File: src/rtl/knn_cache_pkg.sv
// Shared definitions for the KNN cache arbiter.
// Holds the default widths for the cache port and the arbiter state encoding.
//   KNN_ADDR_W  : word address width (512 words)
//   KNN_DATA_W  : data width
//   KNN_BURST_W : burstcount width (bursts of up to 16 words)
package knn_cache_pkg;

  localparam int KNN_ADDR_W  = 9;
  localparam int KNN_DATA_W  = 32;
  localparam int KNN_BURST_W = 5;

  typedef enum logic [1:0] {
    ST_IDLE     = 2'd0,
    ST_BURST_RD = 2'd1,
    ST_BURST_WR = 2'd2
  } knn_state_t;

endpackage

File: src/rtl/knn_rr_arb2.sv
// Two-way round-robin grant selection.
// Ports:
//   req        : request vector, bit N = master N
//   last_grant : master granted most recently (0 or 1)
//   grant      : one-hot grant, all zero when nobody requests
module knn_rr_arb2 (
  input  logic [1:0] req,
  input  logic       last_grant,
  output logic [1:0] grant
);

  // A lone requester always wins; on a tie the master not granted last wins
  always_comb begin
    grant = 2'b00;
    case (req)
      2'b01:   grant = 2'b01;
      2'b10:   grant = 2'b10;
      2'b11:   grant = last_grant ? 2'b01 : 2'b10;
      default: grant = 2'b00;
    endcase
  end

endmodule

File: src/rtl/knn_cache_arbiter.sv
// Arbitrates the Nios (master 0) and the KNN engine (master 1) onto port A of
// the cache RAM. Each master issues Avalon-style burst requests; the winner owns
// the RAM until its burst is complete. Read data comes straight from the RAM
// with one cycle of latency.
// Ports:
//   clk, reset_n        : clock, asynchronous active-low reset
//   mN_*                : burst master N command/write-data inputs,
//                         waitrequest / readdata / readdatavalid outputs
//   ram_*               : single-port cache RAM command outputs, ram_readdata in
module knn_cache_arbiter
  import knn_cache_pkg::*;
#(
  parameter int ADDR_W  = KNN_ADDR_W,
  parameter int DATA_W  = KNN_DATA_W,
  parameter int BURST_W = KNN_BURST_W
) (
  input  logic               clk,
  input  logic               reset_n,
  input  logic [ADDR_W-1:0]  m0_address,
  input  logic               m0_read,
  input  logic               m0_write,
  input  logic [3:0]         m0_byteenable,
  input  logic [DATA_W-1:0]  m0_writedata,
  input  logic [BURST_W-1:0] m0_burstcount,
  output logic               m0_waitrequest,
  output logic [DATA_W-1:0]  m0_readdata,
  output logic               m0_readdatavalid,
  input  logic [ADDR_W-1:0]  m1_address,
  input  logic               m1_read,
  input  logic               m1_write,
  input  logic [3:0]         m1_byteenable,
  input  logic [DATA_W-1:0]  m1_writedata,
  input  logic [BURST_W-1:0] m1_burstcount,
  output logic               m1_waitrequest,
  output logic [DATA_W-1:0]  m1_readdata,
  output logic               m1_readdatavalid,
  output logic [ADDR_W-1:0]  ram_address,
  output logic               ram_chipselect,
  output logic               ram_write,
  output logic [3:0]         ram_byteenable,
  output logic [DATA_W-1:0]  ram_writedata,
  output logic               ram_clken,
  input  logic [DATA_W-1:0]  ram_readdata
);

  localparam logic [BURST_W-1:0] ONE_BEAT = {{(BURST_W-1){1'b0}}, 1'b1};
  localparam logic [ADDR_W-1:0]  ADDR_ONE = {{(ADDR_W-1){1'b0}}, 1'b1};

  knn_state_t         state_r;
  knn_state_t         state_s;
  logic               owner_r;
  logic               last_grant_r;
  logic [ADDR_W-1:0]  addr_r;
  logic [BURST_W-1:0] remaining_r;
  logic [1:0]         rdv_r;

  logic [1:0]         req_s;
  logic [1:0]         grant_s;
  logic               grant_any_s;
  logic               idle_grant_s;
  logic               src_s;
  logic [ADDR_W-1:0]  src_addr_s;
  logic               src_write_s;
  logic [3:0]         src_be_s;
  logic [DATA_W-1:0]  src_wd_s;
  logic [BURST_W-1:0] src_bc_s;
  logic [BURST_W-1:0] len_s;

  logic               issue_s;
  logic               issue_wr_s;
  logic [1:0]         accept_s;
  logic [ADDR_W-1:0]  beat_addr_s;

  // Either strobe counts as a request; write precedence is applied when the
  // granted master's command is decoded below
  assign req_s = {m1_read | m1_write, m0_read | m0_write};

  knn_rr_arb2 u_arb (
    .req        (req_s),
    .last_grant (last_grant_r),
    .grant      (grant_s)
  );

  assign grant_any_s  = |grant_s;
  assign idle_grant_s = (state_r == ST_IDLE) && grant_any_s;

  // In IDLE the command comes from the master being granted, otherwise from
  // the burst owner
  assign src_s       = (state_r == ST_IDLE) ? grant_s[1] : owner_r;
  assign src_addr_s  = src_s ? m1_address    : m0_address;
  assign src_write_s = src_s ? m1_write      : m0_write;
  assign src_be_s    = src_s ? m1_byteenable : m0_byteenable;
  assign src_wd_s    = src_s ? m1_writedata  : m0_writedata;
  assign src_bc_s    = src_s ? m1_burstcount : m0_burstcount;
  assign len_s       = (src_bc_s == {BURST_W{1'b0}}) ? ONE_BEAT : src_bc_s;

  // State register
  always_ff @(posedge clk or negedge reset_n) begin
    if (!reset_n) begin
      state_r <= ST_IDLE;
    end else begin
      state_r <= state_s;
    end
  end

  // Next-state logic: single-beat transfers never leave IDLE, bursts return to
  // IDLE right after their last beat so a new grant can happen without a bubble
  always_comb begin
    state_s = state_r;
    case (state_r)
      ST_IDLE: begin
        if (grant_any_s && (len_s != ONE_BEAT)) begin
          state_s = src_write_s ? ST_BURST_WR : ST_BURST_RD;
        end else begin
          state_s = ST_IDLE;
        end
      end
      ST_BURST_RD: begin
        if (remaining_r == ONE_BEAT) begin
          state_s = ST_IDLE;
        end else begin
          state_s = ST_BURST_RD;
        end
      end
      ST_BURST_WR: begin
        if (issue_s && (remaining_r == ONE_BEAT)) begin
          state_s = ST_IDLE;
        end else begin
          state_s = ST_BURST_WR;
        end
      end
      default: state_s = ST_IDLE;
    endcase
  end

  // Output decode: which beat goes to the RAM this cycle and which master, if
  // any, sees its command accepted. Everything is held quiet while in reset so
  // a master already requesting cannot slip a beat through.
  always_comb begin
    issue_s     = 1'b0;
    issue_wr_s  = 1'b0;
    accept_s    = 2'b00;
    beat_addr_s = {ADDR_W{1'b0}};
    if (!reset_n) begin
      issue_s  = 1'b0;
      accept_s = 2'b00;
    end else begin
      case (state_r)
        ST_IDLE: begin
          if (grant_any_s) begin
            accept_s    = grant_s;
            issue_s     = 1'b1;
            issue_wr_s  = src_write_s;
            beat_addr_s = src_addr_s;
          end else begin
            accept_s = 2'b00;
          end
        end
        ST_BURST_RD: begin
          issue_s     = 1'b1;
          beat_addr_s = addr_r;
        end
        ST_BURST_WR: begin
          // Only the owner's write strobe moves a write burst forward; a read
          // strobe from the owner is simply left waiting
          if (src_write_s) begin
            accept_s    = owner_r ? 2'b10 : 2'b01;
            issue_s     = 1'b1;
            issue_wr_s  = 1'b1;
            beat_addr_s = addr_r;
          end else begin
            issue_s = 1'b0;
          end
        end
        default: issue_s = 1'b0;
      endcase
    end
  end

  // Burst bookkeeping: owner, next beat address, beats left, round-robin
  // history, and the one-cycle read-valid pipeline
  always_ff @(posedge clk or negedge reset_n) begin
    if (!reset_n) begin
      addr_r       <= {ADDR_W{1'b0}};
      remaining_r  <= {BURST_W{1'b0}};
      owner_r      <= 1'b0;
      last_grant_r <= 1'b1;
      rdv_r        <= 2'b00;
    end else begin
      rdv_r <= (issue_s && !issue_wr_s) ? (src_s ? 2'b10 : 2'b01) : 2'b00;
      if (idle_grant_s) begin
        owner_r      <= grant_s[1];
        last_grant_r <= grant_s[1];
        addr_r       <= src_addr_s + ADDR_ONE;
        remaining_r  <= len_s - ONE_BEAT;
      end else if (issue_s) begin
        // address arithmetic wraps naturally at 2^ADDR_W
        addr_r      <= addr_r + ADDR_ONE;
        remaining_r <= remaining_r - ONE_BEAT;
      end
    end
  end

  assign ram_address      = beat_addr_s;
  assign ram_chipselect   = issue_s;
  assign ram_write        = issue_wr_s;
  assign ram_byteenable   = issue_s ? src_be_s : 4'b0000;
  assign ram_writedata    = src_wd_s;
  assign ram_clken        = 1'b1;

  assign m0_waitrequest   = ~accept_s[0];
  assign m1_waitrequest   = ~accept_s[1];
  assign m0_readdata      = ram_readdata;
  assign m1_readdata      = ram_readdata;
  assign m0_readdatavalid = rdv_r[0];
  assign m1_readdatavalid = rdv_r[1];

endmodule

File: config.mk
export PLATFORM = sky130hd
export DESIGN_NAME = knn_cache_arbiter
export DESIGN_NICKNAME = d
export VERILOG_FILES = /design/src/rtl/knn_cache_pkg.sv /design/src/rtl/knn_rr_arb2.sv /design/src/rtl/knn_cache_arbiter.sv
export SDC_FILE = /design/constraint.sdc
export NUM_CORES = 1
export LEC_CHECK = 0
export CORE_ASPECT_RATIO = 0.8
export CORE_MARGIN = 5
export CORE_UTILIZATION = 29
export DETAILED_ROUTE_END_ITERATION = 12
export GPL_TIMING_DRIVEN = 1
export PLACE_DENSITY = 0.81
export SETUP_SLACK_MARGIN = 0.05
export SLEW_MARGIN = 20
export SYNTH_ARGS = -nofsm -noshare
export SYNTH_HDL_FRONTEND = slang
export SYNTH_SLANG_ARGS = --single-unit
File: constraint.sdc
create_clock -name clk -period 6.35 [get_ports clk]
set_clock_uncertainty 0.1 [all_clocks]
set_input_delay 0.635 -clock clk [delete_from_list [all_inputs] [get_ports clk]]
set_output_delay 0.635 -clock clk [all_outputs]
set_load 0.02 [all_outputs]
==> flow_metrics.tcl, run 1 <==
set metrics [dict create \
    status "complete, no violations" \
    syn_area_mm2 0.002882 \
    worstSetupStartpointType "register" \
    antenna_found_initial 0 \
    r2r_slack_ns 2.43 \
    clk_latency_ns 0.25 \
    crit_path_start "state_r[1]" \
    drive_gt1_share_pct 5.611 \
    ys_seq_area_share_pct 17.41 \
    yosysUniqueCellTypes 66 \
    grt_pass1_wl_um 15700 \
    layout_commonest_cell "clkdlybuf4s50_1" \
    cp-end-kind "output port" \
    die_x_um 121.4 \
    slew_headroom_pct 32.82 \
    diodes 0 \
    drt_iter0_markers 281 \
    cts_hold_buf 0 \
    hold_ws_ns 0.3804 \
    mostFrequentLayoutCells "156 x clkdlybuf4s50_1, 137 x nand2_1, 23 x a21oi_1" \
    post-route-cell-area_mm2 0.004151 \
    clk_path_buf_depth 2 \
    final-hold-violation-count 0 \
    vias 3173 \
    yosysWarnings 0 \
    required_ns 5.61 \
    post-dp-hpwl_um 8113 \
    placed_area_mm2 0.004046 \
    rsz0062_at_grt "no" \
    total_power_mw 2.070 \
    nNetsFinal 643 \
    cts_root_buf "clkbuf_16" \
    core_area_mm2 0.009689 \
    syn2layout_area_growth_pct 44.07 \
    post-cts-setup-buffers 0 \
    post_cts_resized 0 \
    die-area_mm2 0.01204 \
    r2r-start "state_r[1]" \
    hp-class "reg -> reg" \
    setup_viol 0 \
    ys_async_sr_fraction_pct 100.0 \
    cap_violations 0 \
    powerDensity_mw_per_mm2 498.5 \
    syn_avg_cell_area_um2 6.780 \
    die_h_um 99.16 \
    leakage_nw 1.737 \
    finalCritPeriodShare_pct 68.02 \
    overflow 0 \
    drt_wl_total_um 10150 \
    gp_congestion 0.9300 \
    crit_type "reg -> out" \
    comb_power_share_pct 78.1 \
    clock.fmax_mhz 231.5 \
    min_to "remaining_r[4]" \
    grt_usage_pct 15.82 \
    holdPathStages 1 \
    switching_share_pct 51.15 \
    tritoncts "done" \
    num_io_pins 254 \
    grt_max_degree 46 \
    clkPwrFrac_pct 8.4 \
    slew_violations 0 \
    crit_chain "nor2_1, nand2_1, a21oi_1, a21oi_1, nor2_1, clkdlybuf4s50_1" \
    syn_nets 568 \
    tns_ns 0 \
    synth_edf_count 0 \
    ff2ff_path_depth 10 \
    internal-power_mw 1.011 \
    path_buf_inv 1 \
    vias_per_cell 4.997 \
    ys_ff_latch 20 \
    peakVddDrop_v 0.0001964 \
    clk_pin_slew_ns 0.06 \
    worstReg2RegEnd "state_r[1]" \
    h-tree-depth 1 \
    num_rows 32 \
    ant_nets 0 \
    worst_slew_pin_slew_ns 1.008 \
    crit_family "simple AND/OR/NAND/NOR gates" \
    io_buffers 156 \
    setup_slack_ns 2.030 \
    dr.pass1.iters 5 \
    slowest_stage "nand2_1" \
    syn_inst 425 \
    synth_ff_type "dfrtp_1" \
    cts-buffers-inserted 3 \
    seqPwrFrac_pct 13.5 \
    critPathMaxFanout 28 \
    worstHoldStart "remaining_r[4]" \
    period_needed_ns 4.320 \
    drt-wirelength-per-cell_um 15.98 \
    grt_pass1_vias 3103 \
    cts.sinks 20 \
    cp.arrival_ns 3.58 \
    start_util_pct 29.74 \
    place_ws_ns 2.070 \
    p_sw_mw 1.059 \
    max_stage_delay_ns 0.84 \
    drc_errors 0 \
]
==> layer usage <==
metal | share of wire (%) | global-route usage [%] | routed length (µm) | vias up
met1 | 37 | 18.99 | 3720 | 1438
li1 | - | - | - | 1523
met3 | 11 | 5.628 | 1152 | 26
met2 | 50 | 26.79 | 5054 | 186
met5 | 0 | 0 | 0 | -
met4 | 2.2 | 4.393 | 219 | 0
==> stage by stage <==
stage / utilization, % / std cells
after detailed placement: 41.76 / 631
final: 42.85 / 635
after global routing: 42.85 / 635
after global placement: 41.76 / 631
after floorplan: - / 425
after CTS: 42.85 / 635
==> cells by family (layout without fill, tap and decap cells) <==
group / Yosys count / count (layout) / share of synthesized area [%]
buffers and inverters: 94 / 168 / 21.49
adder cells (fa/ha/maj): 5 / 5 / 2.171
multiplexers: 14 / 14 / 5.471
XOR/XNOR: 11 / 11 / 3.344
AO/OA/AOI/OAI: 81 / 81 / 19.76
AND/OR/NAND/NOR: 199 / 199 / 30.22
other: 1 / 1 / 0.1301
flip-flops: 20 / 20 / 17.41
==> final cells by class <==
type,instances,area (µm²)
Multi-Input combinational cell,311,1775
Timing Repair Buffer,158,1577
Fill cell,968,5538
Inverter,6,22.52
Sequential cell,20,501.7
Clock buffer,3,75.07
Clock inverter,1,30.03
Tap cell,136,170.2
==> worst max-delay path by stage <==
stage / cells past startpoint / slack [ns] / to
2_1_floorplan: 13 / 3.00 / addr_r[8]
3_3_place_gp: 6 / 2.18 / ram_write
3_5_place_dp: 6 / 2.07 / ram_write
4_1_cts: 5 / 2.06 / ram_write
5_1_grt: 6 / 1.71 / ram_address[1]
6_report: 6 / 2.03 / ram_address[0]
==> synth_stat cells, types with 4 or more instances <==
cell type | instances | share of area (%)
nor2_1 | 22 | 2.9
a31oi_1 | 4 | 0.87
o21ai_0 | 12 | 2.1
o21ai_1 | 4 | 0.69
clkbuf_1 | 13 | 1.7
inv_1 | 6 | 0.78
o2111ai_1 | 5 | 1.5
ha_1 | 5 | 2.2
mux2i_1 | 9 | 3.1
nand2_1 | 137 | 18
mux2_2 | 4 | 1.6
buf_2 | 6 | 1.0
xnor2_1 | 8 | 2.4
dfrtp_1 | 19 | 17
nand3_1 | 10 | 1.7
buf_4 | 65 | 17
a21oi_1 | 23 | 4.0
==> power by group through the flow <==
stage	combinational, mW	sequential [mW]	clock (mW)
floorplan	1.10	0.247	0
global placement	1.57	0.275	0
detailed placement	1.61	0.278	0
CTS	1.62	0.276	0.177
global route	1.76	0.291	0.183
finish	1.62	0.279	0.174
==> sequential cells by signal, summed over array words and instances, names as in the netlist <==
signal / cells
state_r: 2
owner_r: 1
rdv_r: 2
remaining_r: 5
addr_r: 9
last_grant_r: 1
No activity file was read; power rests on OpenSTA's default activity.
==> inputs of run 2 (changes only) <==
PLACE_DENSITY = 0.84   (was 0.81)
clock period = 3.8 ns   (was 6.35 ns; I/O delays follow)
==> run 2 against run 1 <==
First-iteration DRC count is 3.2% lower. Critical endpoint is now ram_write. Utilization rose by 0.75 points. Hold slack got worse by 0.050 ns.
==> flow_metrics.tcl, run 2 (same netlist as run 1, synthesis figures left out) <==
set metrics [dict create \
    status "complete, no violations" \
    num_rows 32 \
    post-cts-setup-buffers 0 \
    place_ws_ns 0.3603 \
    ff2ff_path_depth 10 \
    cp_common_cell "clkdlybuf4s50_1" \
    final_cells 643 \
    syn2layout_area_growth_pct 46.59 \
    grt_max_degree 40 \
    worst_slew_pin_slew_ns 0.5742 \
    vias 3222 \
    die_x_um 121.4 \
    placed_cells 639 \
    h-tree-depth 1 \
    drt-wirelength-per-cell_um 16.72 \
    drc_errors 0 \
    core_area_mm2 0.009689 \
    largest_register_ff_count 9 \
    mostFrequentLayoutCells "156 x clkdlybuf4s50_1, 137 x nand2_1, 23 x a21oi_1" \
    period_needed_ns 3.415 \
    post-route-cell-area_mm2 0.004224 \
    cp.arrival_ns 2.94 \
    r2r-start "state_r[1]" \
    crit_chain "clkdlybuf4s50_1, o21ai_2, a31o_2, buf_12, mux2i_1, nor2_1, clkdlybuf4s50_1" \
    tns_ns 0 \
    cts-buffers-inserted 3 \
    die_h_um 99.16 \
    clk_latency_ns 0.26 \
    worstReg2RegEnd "addr_r[8]" \
    finalCritPeriodShare_pct 89.88 \
    leakage_nw 1.779 \
    largest_register "addr_r" \
    gp_congestion 0.8916 \
    setup_viol 0 \
    rsz0062_at_grt "no" \
    clock.fmax_mhz 292.8 \
    nNetsFinal 651 \
    peakVddDrop_v 0.0003045 \
    seqPwrFrac_pct 13.2 \
    cp-end-kind "output port" \
    grt_usage_pct 16.86 \
    ant_nets 0 \
    slew_violations 0 \
    internal-power_mw 1.759 \
    cts.sinks 20 \
    clk_path_buf_depth 2 \
    slew_headroom_pct 61.58 \
    die-area_mm2 0.01204 \
    crit_family "buffers and inverters" \
    r2r_slack_ns 0.67 \
    fin_util_pct 43.60 \
    layout_commonest_cell "clkdlybuf4s50_1" \
    worstSetupStartpointType "primary input" \
    powerDensity_mw_per_mm2 839.2 \
    total_power_mw 3.545 \
    slowest_stage "clkdlybuf4s50_1" \
    drive_gt1_share_pct 7.101 \
    tritoncts "done" \
    num_io_pins 254 \
    hold_ws_ns 0.3307 \
    final-hold-violation-count 0 \
    drt_iter0_markers 272 \
    diodes 0 \
    setup_slack_ns 0.3847 \
    crit_type "in -> out" \
    cp_num_cells 7 \
    clk_pin_slew_ns 0.06 \
    cap_violations 0 \
    start_util_pct 29.74 \
    max_stage_delay_ns 0.55 \
    drt_wl_total_um 10750 \
    overflow 0 \
    placed_area_mm2 0.004119 \
    p_sw_mw 1.786 \
    switching_share_pct 50.39 \
    critPathMaxFanout 39 \
    path_buf_inv 3 \
    hp-class "in -> async" \
    vias_per_cell 5.011 \
    largestRegisters "addr_r: 9 flops, remaining_r: 5 flops" \
    grt_pass1_vias 3149 \
    dr.pass1.iters 6 \
    antenna_found_initial 0 \
    post-dp-hpwl_um 8923 \
    cts_hold_buf 0 \
    required_ns 3.32 \
    comb_power_share_pct 78.4 \
    cts_root_buf "clkbuf_16" \
    clkPwrFrac_pct 8.4 \
    grt_pass1_wl_um 16350 \
    post_cts_resized 0 \
    io_buffers 156 \
]
## run 2: final cells by class
| type | instances | area [µm²] |
|---|---|---|
| multi-input combinational | 311 | 1775 |
| fill | 993 | 5465 |
| tap | 136 | 170.2 |
| sequential | 20 | 501.7 |
| clock buffer | 3 | 75.07 |
| timing repair buffer | 166 | 1649 |
| clock inverter | 1 | 30.03 |
| inverter | 6 | 22.52 |
## run 2: layer usage
layer	up-vias	global-route usage, %	share of wire, %
li1	1540	-	-
met4	0	1.550	0.46
met3	12	7.675	12
met1	1495	20.56	40
met5	-	0	0
met2	175	28.45	48
## run 2: how the worst max path moves through the flow
| stage | end | from |
|---|---|---|
| after floorplan | addr_r[8] | m0_write |
| after global placement | ram_byteenable[2] | m1_write |
| after detailed placement | ram_write | m0_write |
| after CTS | ram_write | m0_write |
| after global routing | ram_byteenable[0] | state_r[1] |
| final | ram_write | m0_write |
## run 2: power by group through the flow
stage / logic (mW) / clock network [mW] / registers, mW
6_report: 2.78 / 0.299 / 0.467
5_1_grt: 3.02 / 0.315 / 0.485
4_1_cts: 2.79 / 0.306 / 0.463
3_5_place_dp: 2.78 / 0 / 0.466
3_3_place_gp: 2.73 / 0 / 0.460
2_1_floorplan: 1.84 / 0 / 0.412
==> inputs of run 3 (changes only) <==
clock period = 3.1 ns   (was 3.8 ns; I/O delays follow)
==> run 3 against run 2 <==
Sequential power increased by 22%. Clock-buffer cell count up 1. Critical path depth up 1. Routed wire length grew 1.2%. Sequential share of layout area decreased by 0.49 points. Cell count is 2.8% higher. Highest routed layer unchanged. Sequential cell count is the same. Register-to-register slack got worse by 0.34 ns. Die area is the same. Final area up 4.3%.
==> flow_metrics.tcl, run 3 (same netlist as run 1, synthesis figures left out) <==
set metrics [dict create \
    peakVddDrop_v 0.0003442 \
    dr.pass1.iters 4 \
    num_rows 32 \
    gp_congestion 0.9089 \
    ff2ff_path_depth 10 \
    hp-class "in -> async" \
    critPathMaxFanout 6 \
    cts_root_buf "clkbuf_16" \
    crit_type "in -> out" \
    drive_gt1_share_pct 10.86 \
    met2_length_um 4973 \
    status "complete, no violations" \
    cap_violations 0 \
    slew_violations 0 \
    mostFrequentLayoutCells "148 x clkdlybuf4s50_1, 136 x nand2_1, 25 x buf_4" \
    h-tree-depth 1 \
    tns_ns 0 \
    die-area_mm2 0.01204 \
    vias 3239 \
    clk_path_buf_depth 2 \
    r2r-start "state_r[0]" \
    required_ns 2.69 \
    dr.max_layer_used "met4" \
    largest_register "addr_r" \
    powerDensity_mw_per_mm2 1028 \
    setup_slack_ns 0.1548 \
    clock.fmax_mhz 339.5 \
    fillers 975 \
    cts.sinks 20 \
    syn2layout_area_growth_pct 52.89 \
    total_power_mw 4.529 \
    cts_hold_buf 0 \
    leakage_nw 2.005 \
    core_area_mm2 0.009689 \
    largestRegisters "addr_r: 9 flops, remaining_r: 5 flops" \
    die_x_um 121.4 \
    grt_max_degree 30 \
    final-hold-violation-count 0 \
    rsz0062_at_grt "yes" \
    cp.arrival_ns 2.54 \
    cts-buffers-inserted 3 \
    tritoncts "done" \
    clk_latency_ns 0.26 \
    largest_register_ff_count 9 \
    worstSetupStartpointType "primary input" \
    drt_wl_total_um 10880 \
    met1Wirelength_um 4542 \
    grt_pass1_vias 3103 \
    setup_viol 0 \
    final_cells 661 \
    period_needed_ns 2.945 \
    worstReg2RegEnd "remaining_r[4]" \
    finalCritPeriodShare_pct 95.01 \
    diodes 0 \
    layout_commonest_cell "clkdlybuf4s50_1" \
    grt_usage_pct 17.06 \
    overflow 0 \
    placed_cells 656 \
    drt_iter0_markers 174 \
    ant_nets 0 \
    io_buffers 156 \
    grt_pass1_wl_um 16550 \
    drt-wirelength-per-cell_um 16.46 \
    vias_per_cell 4.900 \
    dr_wl_met3_um 1269 \
    num_io_pins 254 \
    nNetsFinal 669 \
    r2r_slack_ns 0.33 \
    drc_errors 0 \
    antenna_found_initial 0 \
    fin_util_pct 45.47 \
    start_util_pct 29.74 \
    place_ws_ns -0.02255 \
    clk_pin_slew_ns 0.06 \
    post-dp-hpwl_um 9075 \
    cp-end-kind "output port" \
    die_h_um 99.16 \
]
[run 3: how the worst max path moves through the flow]
| stage | from | endpoint | slack, ns | cells past startpoint |
|---|---|---|---|---|
| 6_report | m1_write | ram_address[7] | 0.15 | 8 |
| 5_1_grt | m0_read | ram_address[7] | 0.02 | 8 |
| 4_1_cts | m1_write | ram_address[2] | 0.05 | 7 |
| 3_5_place_dp | m1_write | remaining_r[4] | -0.02 | 11 |
| 3_3_place_gp | m0_write | ram_byteenable[2] | 0.09 | 8 |
| 2_1_floorplan | m0_write | addr_r[8] | 0.07 | 13 |
[run 3: layout make-up]
cell class | instances | area (µm²) | area share (%)
inverters | 6 | 22.52 | 0.5112
repair buffers | 184 | 1821 | 41.32
multi-input cells | 311 | 1802 | 40.90
clock buffers | 4 | 88.84 | 2.016
well taps | 136 | 170.2 | 3.863
flip-flops and latches | 20 | 501.7 | 11.39
[run 3: power breakdown]
part / switching [mW] / internal [mW] / total [mW]
Clock: 0.106 / 0.197 / 0.303
Combinational: 1.96 / 1.70 / 3.66
Sequential: 0.169 / 0.400 / 0.569
Total: 2.24 / 2.29 / 4.53
[run 3: metrics by stage]
stage               cell area, µm²  hold slack (ns)
finish                        4405           0.2754
global route                  4405           0.2860
CTS                           4354           0.2715
detailed placement            4259           0.3821
global placement              4259           0.3639
floorplan                     2882         -0.08559
[run 3: metal layers]
metal / vias to the layer above / GRT usage [%]
li1: 1580 / -
met1: 1472 / 22.31
met2: 172 / 27.22
met3: 15 / 6.652
met4: 0 / 2.756
met5: - / 0
[run 3: repair_timing]
action / in CTS / in global routing
resized for setup: 2 / 12
pin swaps: 0 / 1
setup endpoints to repair: 4 / 16
buffers inserted: 0 / 1
[run 3: worst max-delay path: stages]
cell and delay, ns:
clkdlybuf4s50_1 0.49, or2_1 0.32, a31oi_4 0.29, mux2i_1 0.33, nor2_1 0.07, a21oi_1 0.12, nor2_1 0.05, clkdlybuf4s50_1 0.55
